File: src/rtl/common.sv
// Shared RV32I memory-stage definitions: load/store funct3 encodings and the
// load/store unit FSM state type.
package common;

  localparam logic [2:0] LSU_LB  = 3'd0;
  localparam logic [2:0] LSU_LH  = 3'd1;
  localparam logic [2:0] LSU_LW  = 3'd2;
  localparam logic [2:0] LSU_LBU = 3'd4;
  localparam logic [2:0] LSU_LHU = 3'd5;
  localparam logic [2:0] LSU_SB  = 3'd0;
  localparam logic [2:0] LSU_SH  = 3'd1;
  localparam logic [2:0] LSU_SW  = 3'd2;

  typedef enum logic [0:0] {
    LSU_IDLE = 1'b0,
    LSU_BUSY = 1'b1
  } lsu_state_t;

endpackage

File: src/rtl/lsu_align.sv
// Combinational lane steering: store byte enables and replicated write data,
// plus load byte/halfword extraction with sign or zero extension.
module lsu_align
  import common::*;
(
  input  logic [2:0]  st_funct3,
  input  logic [1:0]  st_off,
  input  logic [31:0] st_data,
  output logic [3:0]  st_be,
  output logic [31:0] st_wdata,
  input  logic [2:0]  ld_funct3,
  input  logic [1:0]  ld_off,
  input  logic [31:0] ld_rdata,
  output logic [31:0] ld_value
);

  logic [7:0]  ld_byte;
  logic [15:0] ld_half;

  // Loads reuse the store pattern, so only the size bits matter here.
  always_comb begin
    st_be    = 4'b0000;
    st_wdata = st_data;
    case (st_funct3[1:0])
      2'd0: begin
        st_be    = 4'b0001 << st_off;
        st_wdata = {4{st_data[7:0]}};
      end
      2'd1: begin
        st_be    = 4'b0011 << st_off;
        st_wdata = {2{st_data[15:0]}};
      end
      2'd2:    st_be = 4'b1111;
      default: st_be = 4'b0000;
    endcase
  end

  always_comb begin
    ld_byte  = ld_rdata[{ld_off, 3'b000} +: 8];
    ld_half  = ld_off[1] ? ld_rdata[31:16] : ld_rdata[15:0];
    ld_value = '0;
    case (ld_funct3)
      LSU_LB:  ld_value = {{24{ld_byte[7]}}, ld_byte};
      LSU_LH:  ld_value = {{16{ld_half[15]}}, ld_half};
      LSU_LW:  ld_value = ld_rdata;
      LSU_LBU: ld_value = {24'd0, ld_byte};
      LSU_LHU: ld_value = {16'd0, ld_half};
      default: ld_value = '0;
    endcase
  end

endmodule

File: src/rtl/load_store_unit.sv
// RV32I memory stage: runs one req/ack data-memory transaction at a time,
// stalls execute while waiting, and registers the writeback slot.
module load_store_unit
  import common::*;
#(
  parameter int ADDR_WIDTH = 32,
  parameter int DATA_WIDTH = 32
) (
  input  logic                  clk,
  input  logic                  reset,
  input  logic                  ex_valid,
  input  logic                  ex_mem_read,
  input  logic                  ex_mem_write,
  input  logic                  ex_reg_write,
  input  logic [2:0]            ex_funct3,
  input  logic [4:0]            ex_rd,
  input  logic [DATA_WIDTH-1:0] ex_alu_result,
  input  logic [DATA_WIDTH-1:0] ex_store_data,
  output logic                  lsu_stall,
  output logic                  dmem_req,
  output logic                  dmem_we,
  output logic [ADDR_WIDTH-1:0] dmem_addr,
  output logic [3:0]            dmem_be,
  output logic [DATA_WIDTH-1:0] dmem_wdata,
  input  logic                  dmem_ack,
  input  logic [DATA_WIDTH-1:0] dmem_rdata,
  output logic                  wb_valid,
  output logic                  wb_reg_write,
  output logic [4:0]            wb_rd,
  output logic [DATA_WIDTH-1:0] wb_data,
  output logic                  lsu_fault
);

  lsu_state_t state;

  logic [2:0]            funct3_p1;
  logic [1:0]            off_p1;
  logic [4:0]            rd_p1;
  logic                  regw_p1;

  logic                  vld_p2;
  logic [DATA_WIDTH-1:0] data_p2;
  logic                  regw_p2;
  logic [4:0]            rd_p2;
  logic                  fault_p2;

  logic                  busy, done, accept, is_mem, misal, bad_op, fault, defer;
  logic [3:0]            st_be;
  logic [31:0]           st_wdata, ld_value;

  lsu_align u_align (
    .st_funct3 (ex_funct3),
    .st_off    (ex_alu_result[1:0]),
    .st_data   (ex_store_data),
    .st_be     (st_be),
    .st_wdata  (st_wdata),
    .ld_funct3 (funct3_p1),
    .ld_off    (off_p1),
    .ld_rdata  (dmem_rdata),
    .ld_value  (ld_value)
  );

  assign busy      = (state == LSU_BUSY);
  assign done      = busy && dmem_ack;
  assign lsu_stall = busy && !dmem_ack;
  assign dmem_req  = busy;
  assign accept    = ex_valid && !lsu_stall;
  assign is_mem    = ex_mem_read || ex_mem_write;

  assign misal  = ((ex_funct3[1:0] == 2'd1) && ex_alu_result[0]) ||
                  ((ex_funct3[1:0] == 2'd2) && (ex_alu_result[1:0] != 2'b00));
  assign bad_op = (ex_mem_read && ex_mem_write) ||
                  (ex_mem_read && (ex_funct3 == 3'd3 || ex_funct3[2:1] == 2'b11)) ||
                  (ex_mem_write && (ex_funct3 > 3'd2));
  assign fault  = is_mem && (misal || bad_op);
  // A result finishing on the ack edge (or one already parked) owns the next
  // writeback slot, so a simultaneously accepted ALU/fault result waits a cycle.
  assign defer  = done || vld_p2;

  always_ff @(posedge clk) begin
    if (reset) begin
      state        <= LSU_IDLE;
      dmem_we      <= 1'b0;
      dmem_addr    <= '0;
      dmem_be      <= '0;
      dmem_wdata   <= '0;
      funct3_p1    <= '0;
      off_p1       <= '0;
      rd_p1        <= '0;
      regw_p1      <= 1'b0;
      vld_p2       <= 1'b0;
      data_p2      <= '0;
      regw_p2      <= 1'b0;
      rd_p2        <= '0;
      fault_p2     <= 1'b0;
      wb_valid     <= 1'b0;
      wb_reg_write <= 1'b0;
      wb_rd        <= '0;
      wb_data      <= '0;
      lsu_fault    <= 1'b0;
    end else begin
      wb_valid  <= 1'b0;
      lsu_fault <= 1'b0;
      vld_p2    <= 1'b0;

      // p1 -> writeback: memory completion or parked result
      if (done) begin
        state        <= LSU_IDLE;
        wb_valid     <= 1'b1;
        wb_data      <= dmem_we ? '0 : ld_value;
        wb_reg_write <= !dmem_we && regw_p1;
        wb_rd        <= rd_p1;
      end else if (vld_p2) begin
        wb_valid     <= 1'b1;
        wb_data      <= data_p2;
        wb_reg_write <= regw_p2;
        wb_rd        <= rd_p2;
        lsu_fault    <= fault_p2;
      end

      // execute -> p1 (memory) or writeback/p2 (ALU pass-through, fault)
      if (accept) begin
        if (is_mem && !fault) begin
          state      <= LSU_BUSY;
          dmem_we    <= ex_mem_write;
          dmem_addr  <= {ex_alu_result[ADDR_WIDTH-1:2], 2'b00};
          dmem_be    <= st_be;
          dmem_wdata <= st_wdata;
          funct3_p1  <= ex_funct3;
          off_p1     <= ex_alu_result[1:0];
          rd_p1      <= ex_rd;
          regw_p1    <= ex_reg_write;
        end else if (defer) begin
          vld_p2   <= 1'b1;
          data_p2  <= fault ? '0 : ex_alu_result;
          regw_p2  <= !fault && ex_reg_write;
          rd_p2    <= ex_rd;
          fault_p2 <= fault;
        end else begin
          wb_valid     <= 1'b1;
          wb_data      <= fault ? '0 : ex_alu_result;
          wb_reg_write <= !fault && ex_reg_write;
          wb_rd        <= ex_rd;
          lsu_fault    <= fault;
        end
      end
    end
  end

endmodule

File: config.mk
export PLATFORM = sky130hd
export DESIGN_NAME = load_store_unit
export DESIGN_NICKNAME = d
export VERILOG_FILES = /design/src/rtl/common.sv /design/src/rtl/lsu_align.sv /design/src/rtl/load_store_unit.sv
export SDC_FILE = /design/constraint.sdc
export NUM_CORES = 1
export LEC_CHECK = 0
export ABC_AREA = 1
export BUFFER_PORTS_ARGS = -buffer_cell sky130_fd_sc_hd__buf_2
export CAP_MARGIN = 30
export CELL_PAD_IN_SITES_DETAIL_PLACEMENT = 0
export CELL_PAD_IN_SITES_GLOBAL_PLACEMENT = 2
export CORE_MARGIN = 10
export CORE_UTILIZATION = 29
export CTS_CLUSTER_SIZE = 8
export DETAILED_ROUTE_END_ITERATION = 8
export GPL_TIMING_DRIVEN = 0
export PLACE_DENSITY_LB_ADDON = 0.1
export SYNTH_ARGS = -nofsm -noshare
export SYNTH_HDL_FRONTEND = slang
export SYNTH_SLANG_ARGS = --single-unit
export TNS_END_PERCENT = 10
File: constraint.sdc
create_clock -name clk -period 2.65 [get_ports clk]
set_clock_uncertainty 0.1 [all_clocks]
set_input_delay 0.53 -clock clk [delete_from_list [all_inputs] [get_ports clk]]
set_output_delay 0.53 -clock clk [all_outputs]
set_load 0.1 [all_outputs]
# After elaboration in Yosys (flattened, before gate mapping)

Cells that the tools add are included.
Widths: inputs -> output; s select.

Shift operators: 3
Multiplexer cells: 35
Bitwise operators: 2
Equality and inequality tests: 8
$lt $le $gt $ge: 1
Reduce and logical (&&, ||, !) cells: 29

Operators by type and width:

| operator            | count |
|---|---|
| $mux 32             | 7 |
| $pmux 32 s5         | 1 |
| $pmux 32 s2         | 1 |
| $shiftx 32x6->8     | 1 |
| $mux 5              | 5 |
| $mux 1              | 19 |
| $mux 16             | 1 |
| $logic_and 1x1->1   | 12 |
| $pmux 4 s3          | 1 |
| $logic_or 1x1->1    | 7 |
| $eq 3x2->1 const B  | 2 |
| $eq 3x3->1 const B  | 2 |
| $eq 2x2->1 const B  | 2 |
| $logic_not 1->1     | 4 |
| $shl 1x2->4 const A | 1 |
| $shl 2x2->4 const A | 1 |
| $eq 3x1->1 const B  | 1 |
| $gt 3x2->1 const B  | 1 |
| $logic_not 3->1     | 1 |
| $reduce_and 3->1    | 1 |
| $reduce_or 3->1     | 1 |
| $eq 2x1->1 const B  | 1 |
| $logic_not 2->1     | 1 |
| $not 1->1           | 2 |
| 2 further kinds     | 2 |

Logic and storage cells: 97
Flip-flop bits (word level): 159
Input bits: 111
Output and inout bits: 111

# Longest topological paths before layout

Gate-level depths: netlist of run 1.

Depth in word-level cells: 12
Gate-level depth with buffers: 12
Mapped depth without buffers: 10

# Cells and area by module

Synthesis of run 1 repeated with hierarchy kept, for this count alone.

Cell total of the unflattened synthesis: 1285
Area total of the unflattened synthesis: 8369.3 um^2

Modules (own cells, without submodules):

| module          | area an instance (um^2) | cells an instance | times used | seq. area each (um^2) |
|---|---|---|---|---|
| load_store_unit | 7030.5                  | 1027              | 1          | 3183.1 |
| lsu_align       | 1338.8                  | 258               | 1          | 0.0 |

# Least setup slack after synthesis of run 1

No wires, ideal clock.

Kind: register -> output
Start: reg state, in the netlist dmem_req
End: out lsu_stall
Path buffers: 0
Arrival time: 1.816 ns
Setup slack: 0.204 ns
Data required time: 2.020 ns
Cell stages (with the launch flop): 3
Cells stage by stage: dfxtp_1 > nand2_1 > inv_1

Longest elaborated chain between the ends: 1

RTL lines:

| item                     | line                   | RTL |
|---|---|---|
| start: declaration       | load_store_unit.sv:34  | `lsu_state_t state;` |
| start signal: assignment | load_store_unit.sv:82  | `state <= LSU_IDLE;` |
| start signal: assignment | load_store_unit.sv:108 | `state <= LSU_IDLE;` |
| start signal: assignment | load_store_unit.sv:124 | `state <= LSU_BUSY;` |
| $logic_and 1x1->1        | load_store_unit.sv:65  | `assign lsu_stall = busy && !dmem_ack;` |
| end: declaration         | load_store_unit.sv:19  | `output logic lsu_stall,` |

Every way passes these cells.

# Worst setup path in the final report of run 1

Start: reg state, in the netlist dmem_req
End: reg wb_data[29]

Longest elaborated chain between the ends: 5
Elaborated cells between the ends (all ways): 9
Classes of those cells: 4 x mux; 5 x reduce/logical

RTL lines:

| item                                               | line                                          | RTL |
|---|---|---|
| $logic_and 1x1->1                                  | load_store_unit.sv:64                         | `assign done = busy && dmem_ack;` |
| $mux 32 / $logic_or 1x1->1 (equally long branches) | load_store_unit.sv:107, load_store_unit.sv:78 |  |
| $mux 32                                            | load_store_unit.sv:133                        | `end else if (defer) begin` |
| $mux 32                                            | load_store_unit.sv:123                        | `if (is_mem && !fault) begin` |
| $mux 32 *                                          | load_store_unit.sv:122                        | `if (accept) begin` |
| end signal: assignment                             | load_store_unit.sv:110                        | `wb_data <= dmem_we ? '0 : ld_value;` |
| end signal: assignment                             | load_store_unit.sv:115                        | `wb_data <= data_p2;` |
| end signal: assignment                             | load_store_unit.sv:141                        | `wb_data <= fault ? '0 : ex_alu_result;` |
| end: declaration                                   | load_store_unit.sv:30                         | `output logic [DATA_WIDTH-1:0] wb_data,` |

Every way passes the cells marked *; elsewhere a longest branch is shown, timed or not.
A chain may end at the register's enable or synchronous reset.

==> impl_metrics.yaml, run 1 <==
status:
  run_status: "completed"
floorplan:
  floorplan.initialDensity_pct: 29.4
  rows: 60
  io_pins: 222
  dieArea_mm2: 0.0344
  die_w_um: 185
  core_region_area_mm2: 0.0270
  die_h_um: 185
pwr:
  cellPowerDensity_mw_per_mm2: 706
  power_frac_comb_pct: 27.3
  swShare_pct: 38.1
  irDropWorstVdd_v: 0.000339
  leakage_nw: 4.96
  pwr-share-clk_pct: 36.3
  seqPwrFrac_pct: 36.4
  p_int_mw: 4.39
  switchingPower_mw: 2.71
  p_total_mw: 7.10
yosys:
  synth_edf_count: 0
  ys_top_cells_by_area: "dfxtp_1 40%, nand2_1 23%, nor2_1 7.6%"
  netlist_area_mm2: 0.00793
  async_flop_share_pct: 0
  yosys-top-cells-count: "489 x nand2_1, 161 x nor2_1, 159 x dfxtp_1, 111 x a21oi_1, 81 x nand3_1"
  yosysSeqAreaShare_pct: 40.1
  synth_seq_cells: 159
  ys_types: 33
  ys.flop_type: "dfxtp_1"
  postSynthCellCount: 1271
  yosys_warnings: 0
  yosysTopAreaCell: "dfxtp_1"
  avgSynthCellArea_um2: 6.24
  yosysMostFrequentCell: "nand2_1"
  synth_top_area_share_pct: 40.1
route:
  wl_per_cell_um: 18.2
  drt-vias-per-instance: 4.62
  wirelength_mm: 34.0
  vias: 8610
  drtIter0Drc: 497
  drt_first_pass_iters: 7
  drcViolationCount: 0
  ant_nets: 0
grt:
  top_usage_layer: "met2"
  grt_pass1_vias: 8700
  antenna_found_initial: 2
  grt_util_met1_pct: 25.3
  grt_max_degree: 17
  met3_usage_pct: 6.13
  grt-ovfl-total: 0
  grt_use_met2_pct: 31.3
  grtUsageTotal_pct: 19.6
  grt_pass1_wl_mm: 51.5
sta:
  setup_violations: 0
  relSlewSlack_pct: 38.9
  min_period_ps: 2280
  finalHoldViolations: 0
  tns_ps: 0
  fin_crit_sh_pct: 85.9
  tightest_slew_ps: 910
  max_freq_mhz: 439
  grt_setup_unrepaired: "false"
  slew_viol_final: 0
final_layout:
  drive_gt1_share_pct: 20.1
  multi_input_area_mm2: 0.00405
  seq_area_mm2: 0.00318
  final_nets: 1618
  fillers: 3072
  areaGrowthSynthToFinish_pct: 26.8
placement:
  hpwl_mm: 27.1
  portBuffers: 216
  gp_congestion: 0.837
cts:
  cts_max_level: 4
  postCtsResizedCells: 0
  cts_made_buffers: 17
  cts.clk_slew.worst_paths_ps: 70
  cts_root_buf: "clkbuf_16"
  cts_tree: "yes"
  cts.sinks: 159
  hold_buffers: 0
  worstSkewPairLatency_ps: 420
  cts_max_path_buffers: 2
  cts_setup_buffers: 0
critical_path:
  path_max_fanout: 10
  crit_path_start_kind: "flip-flop"
  critPathKind: "reg -> reg"
  cp.arrival_ps: 2540
  crit_path_end_kind: "flip-flop"
  worstPathRequired_ps: 2920
min_path:
  min_path_type: "in -> reg"
flow_run:
  cap_violations: 0
-- sequential cells by signal (all words and copies together), names as in the netlist --
register      cells
data_p2          32
dmem_wdata       32
wb_data          32
dmem_addr        30
rd_p1             5
rd_p2             5
wb_rd             5
dmem_be           4
funct3_p1         3
off_p1            2
dmem_req          1
dmem_we           1
fault_p2          1
lsu_fault         1
regw_p1           1
regw_p2           1
vld_p2            1
wb_reg_write      1
wb_valid          1
-- power by group through the flow --
stage	clock (mW)	combinational, mW	sequential, mW
after floorplan	0	0.671	3.40
after global placement	0	1.96	2.64
after detailed placement	0	1.95	2.64
after CTS	2.63	1.96	2.59
after global routing	2.72	2.10	2.60
final	2.57	1.94	2.59
-- layout make-up --
| cell class | instances | share of cell area [%] |
|---|---|---|
| multi-input cells | 949 | 40.3 |
| flip-flops and latches | 159 | 31.7 |
| repair buffers | 216 | 10.8 |
| clock buffers | 19 | 4.51 |
| well taps | 341 | 4.24 |
| plain buffers | 87 | 4.11 |
| inverters | 77 | 2.87 |
| clock inverters | 13 | 1.52 |
| diodes | 2 | 0.0498 |
-- path summary, 6_finish.rpt --
check                             start                endpoint  slack, ps  depth (start not counted)
setup / recovery    dmem_req$_SDFF_PP0_  wb_data[29]$_SDFF_PP0_        370                          8
hold / removal                 ex_rd[4]   rd_p2[4]$_SDFFE_PP0P_        270                          3
setup reg to reg    dmem_req$_SDFF_PP0_  wb_data[29]$_SDFF_PP0_        370                          8
hold reg to reg   fault_p2$_SDFFE_PP0P_   fault_p2$_SDFFE_PP0P_        350                          2
-- layout by cell type (no fill, tap or decap), types with 4 or more instances in the layout --
master | synthesis | routed
inv_2 | 7 | 7
o21ai_0 | 67 | 67
buf_2 | 30 | 246
nand3_1 | 81 | 81
nand2_1 | 489 | 489
nor2_1 | 161 | 161
nand4_1 | 4 | 4
buf_1 | 7 | 7
buf_4 | 9 | 9
inv_6 | 0 | 4
clkbuf_16 | 0 | 17
a21oi_1 | 111 | 111
dfxtp_1 | 159 | 159
inv_1 | 68 | 68
clkbuf_1 | 39 | 39
o211ai_1 | 11 | 11
a211oi_1 | 4 | 4
-- through the flow --
| stage | instances | hold WS (ps) | worst slack (ps) | util, % | cell area, um^2 |
|---|---|---|---|---|---|
| floorplan | 1272 | 326 | 204 | - | 7940 |
| global placement | 1829 | 335 | 63.8 | 35.0 | 9440 |
| detailed placement | 1829 | 336 | 59.4 | 35.0 | 9440 |
| CTS | 1861 | 255 | 407 | 37.3 | 10000 |
| global route | 1862 | 260 | 199 | 37.3 | 10100 |
| finish | 1863 | 269 | 373 | 37.3 | 10100 |
-- layer usage --
layer	part of all wire, %	vias to the layer above
li1	-	4476
met1	46	3893
met2	45	224
met3	7.3	17
met4	1.2	0
met5	0	-
-- critical path, cell delays in order (launching register included) --
cell and delay, ps:
dfxtp_1 370, nand2_1 190, nor2_1 260, a21boi_1 550
clkbuf_1 380, nand2_1 160, nand2_1 80, nor2_1 40
nor2_1 90
-- cell families (layout without fill, tap and decap cells) --
logic type | count (synthesis) | after routing | share of synthesized area [%]
buffers and inverters | 164 | 412 | 8.85
AO/OA/AOI/OAI | 200 | 200 | 13.4
AND/OR/NAND/NOR | 747 | 747 | 37.5
other | 1 | 4 | 0.0473
flip-flops | 159 | 159 | 40.1
Note: power is estimated with default switching activity, not from simulation.
==> run 2, diff against run 1 <==
Settings changed: CORE_UTILIZATION 29 to 30, REMOVE_ABC_BUFFERS set to 1, SYNTH_HIERARCHICAL set to 1.
==> run 2 against run 1 <==
  * Area after synthesis rose by 5.5%
  * Global-route usage down 3.0 points
  * Non-clock buffer count decreased by 74
  * Clock power barely moved
  * Core utilization down 0.19 points
  * First-iteration DRC count down 4.2%
  * Via count is 4.0% lower
  * Largest power group unchanged
==> impl_metrics.yaml, run 2 <==
yosys:
  yosysSeqAreaShare_pct: 38.0
  netlist_area_mm2: 0.00837
  yosys-top-cells-count: "325 x nand2_1, 299 x nor2_1, 159 x dfxtp_1, 139 x o21ai_0, 104 x inv_1"
  synth_seq_cells: 159
  async_flop_share_pct: 0
  ys_types: 36
  yosysMostFrequentCell: "nand2_1"
  ys_top_cells_by_area: "dfxtp_1 38%, nand2_1 15%, nor2_1 13%"
  yosys_warnings: 6
  postSynthCellCount: 1285
  synth_edf_count: 0
  synth_top_area_share_pct: 38.0
  avgSynthCellArea_um2: 6.51
  ys.flop_type: "dfxtp_1"
  yosysTopAreaCell: "dfxtp_1"
critical_path:
  cp_cell_sequence: "buf_4, nand2_2, nand3_1, nand2_1, nand4_4, nor2_8, buf_16, inv_4, buf_16, nor2_1, nor2_1"
  cpPeakStageDelay_ps: 290
  critPathKind: "in -> reg"
  crit_path_start_kind: "input pin"
  cp.arrival_ps: 2610
  worstPathRequired_ps: 2870
  crit_path_end_kind: "flip-flop"
  path_max_fanout: 58
  crit_slowest_cell: "nand4_4"
floorplan:
  floorplan.initialDensity_pct: 30.3
  rows: 61
  die_w_um: 187
  dieArea_mm2: 0.0350
  io_pins: 222
  core_region_area_mm2: 0.0276
  die_h_um: 187
cts:
  cts_max_path_buffers: 2
  cts_tree: "yes"
  cts_root_buf: "clkbuf_16"
  cts.clk_slew.worst_paths_ps: 70
  cts_max_level: 4
  cts_made_buffers: 17
  cts.sinks: 159
  worstSkewPairLatency_ps: 430
sta:
  setup_violations: 0
  min_period_ps: 2380
  relSlewSlack_pct: 57.8
  grt_setup_unrepaired: "false"
  fin_ws_ps: 265
  max_freq_mhz: 419
  fin_crit_sh_pct: 90.0
  slew_viol_final: 0
  tightest_slew_ps: 633
  finalHoldViolations: 0
grt:
  grt_pass1_vias: 8325
  grt_pass1_wl_mm: 46.9
  antenna_found_initial: 6
  grt-ovfl-total: 0
  grt_max_degree: 80
  grtUsageTotal_pct: 16.6
final_layout:
  fin_cells: 1836
  final_nets: 1553
  reg.largest.list: "data_p2 (32), dmem_wdata (32), wb_data (32)"
  final_cell_mix: "324 x nand2_1, 298 x nor2_1, 218 x buf_2"
  layout_commonest_cell: "nand2_1"
  areaGrowthSynthToFinish_pct: 22.5
  drive_gt1_share_pct: 22.3
  final_area_mm2: 0.0103
route:
  wl_per_cell_um: 16.2
  drt-vias-per-instance: 4.50
  drcViolationCount: 0
  wirelength_mm: 29.7
  drtIter0Drc: 476
  drt_first_pass_iters: 4
  ant_nets: 0
  vias: 8263
pwr:
  p_int_mw: 4.39
  seqPwrFrac_pct: 36.1
  power_frac_comb_pct: 28.4
  leakage_nw: 5.42
  switchingPower_mw: 2.85
  swShare_pct: 39.4
  pwr-share-clk_pct: 35.5
  p_total_mw: 7.24
  cellPowerDensity_mw_per_mm2: 706
  irDropWorstVdd_v: 0.000292
min_path:
  min_path_type: "in -> reg"
status:
  run_status: "completed"
flow_run:
  cap_violations: 0
placement:
  portBuffers: 219
  dp_cells: 1799
  dpl-instance-area_mm2: 0.00963
  gp_congestion: 0.759
  preCtsSetupSlack_ps: -818
  hpwl_mm: 19.4
==> run 2: cell types whose count changed after synthesis, moves of 6 or more <==
cell | before | now
nand2_1 | 489 | 325
nor2_1 | 161 | 299
a21oi_1 | 111 | 21
o21ai_0 | 67 | 139
nand3_1 | 81 | 28
inv_1 | 68 | 104
a22oi_1 | 1 | 30
nand3_2 | 2 | 23
buf_6 | 2 | 14
nor2_2 | 2 | 13
clkbuf_1 | 39 | 31
buf_4 | 9 | 16
buf_1 | 7 | 1
==> run 2: cell families (layout without fill, tap and decap cells) <==
kind of cell | Yosys count | after routing | share of synthesized area, %
other | 1 | 5 | 0.0448
AO/OA/AOI/OAI | 207 | 207 | 13.7
multiplexers | 1 | 1 | 0.120
buffers and inverters | 203 | 371 | 11.8
AND/OR/NAND/NOR | 714 | 715 | 36.2
flip-flops | 159 | 159 | 38.0
==> run 2: cell type report <==
type	instances	area (um^2)
multi-input combinational	925	4230
sequential	159	3180
fill	3143	17400
timing repair buffer	229	1340
clock buffer	17	425
clock inverter	15	171
antenna	3	7.51
tap	378	473
inverter	110	424
==> run 2: metrics by stage <==
step / setup TNS (ps) / utilization (%) / hold WS (ps)
finish: 0 / 37.1 / 236
global route: 0 / 37.1 / 235
CTS: 0 / 37.0 / 216
detailed placement: -62070 / 34.8 / 358
global placement: -383090 / 33.9 / 353
floorplan: -85080 / - / 335
==> run 2: metal layers <==
layer,vias up,wire [um],global-route usage [%]
met3,27,1880,5.84
met5,-,39,0
met2,190,12900,25.6
met4,6,313,3.94
li1,4332,-,-
met1,3708,14500,21.6
==> run 2: power groups by stage <==
stage | Combinational [mW] | Sequential [mW] | Clock (mW)
floorplan | 0.635 | 3.57 | 0
global placement | 2.06 | 2.67 | 0
global route | 2.23 | 2.64 | 2.76
CTS | 2.08 | 2.62 | 2.67
finish | 2.05 | 2.62 | 2.57
detailed placement | 2.07 | 2.67 | 0
==> run 2: timing repair <==
action | in CTS | in global routing
setup endpoints to repair | 79 | 63
gates resized for setup | 3 | 1
cloned | 0 | 1
setup buffers | 0 | 1
hold buffers | 0 | 0
pin swaps | 0 | 1
==> run 2: worst paths after layout <==
path,endpoint,startpoint,depth (start not counted),slack (ps)
min,dmem_addr[28]$_SDFFE_PP0P_,ex_alu_result[28],3,240
max,funct3_p1[2]$_SDFFE_PP0P_,ex_funct3[1],11,270
max reg2reg,wb_data[19]$_SDFF_PP0_,vld_p2$_SDFF_PP0_,8,450
min reg2reg,rd_p2[2]$_SDFFE_PP0P_,rd_p2[2]$_SDFFE_PP0P_,2,370
==> run 2: critical path, delay by kind of cell <==
family / cells / cell delay, ps
buffers and inverters: 4 / 910
and+or+nand+nor: 7 / 1080
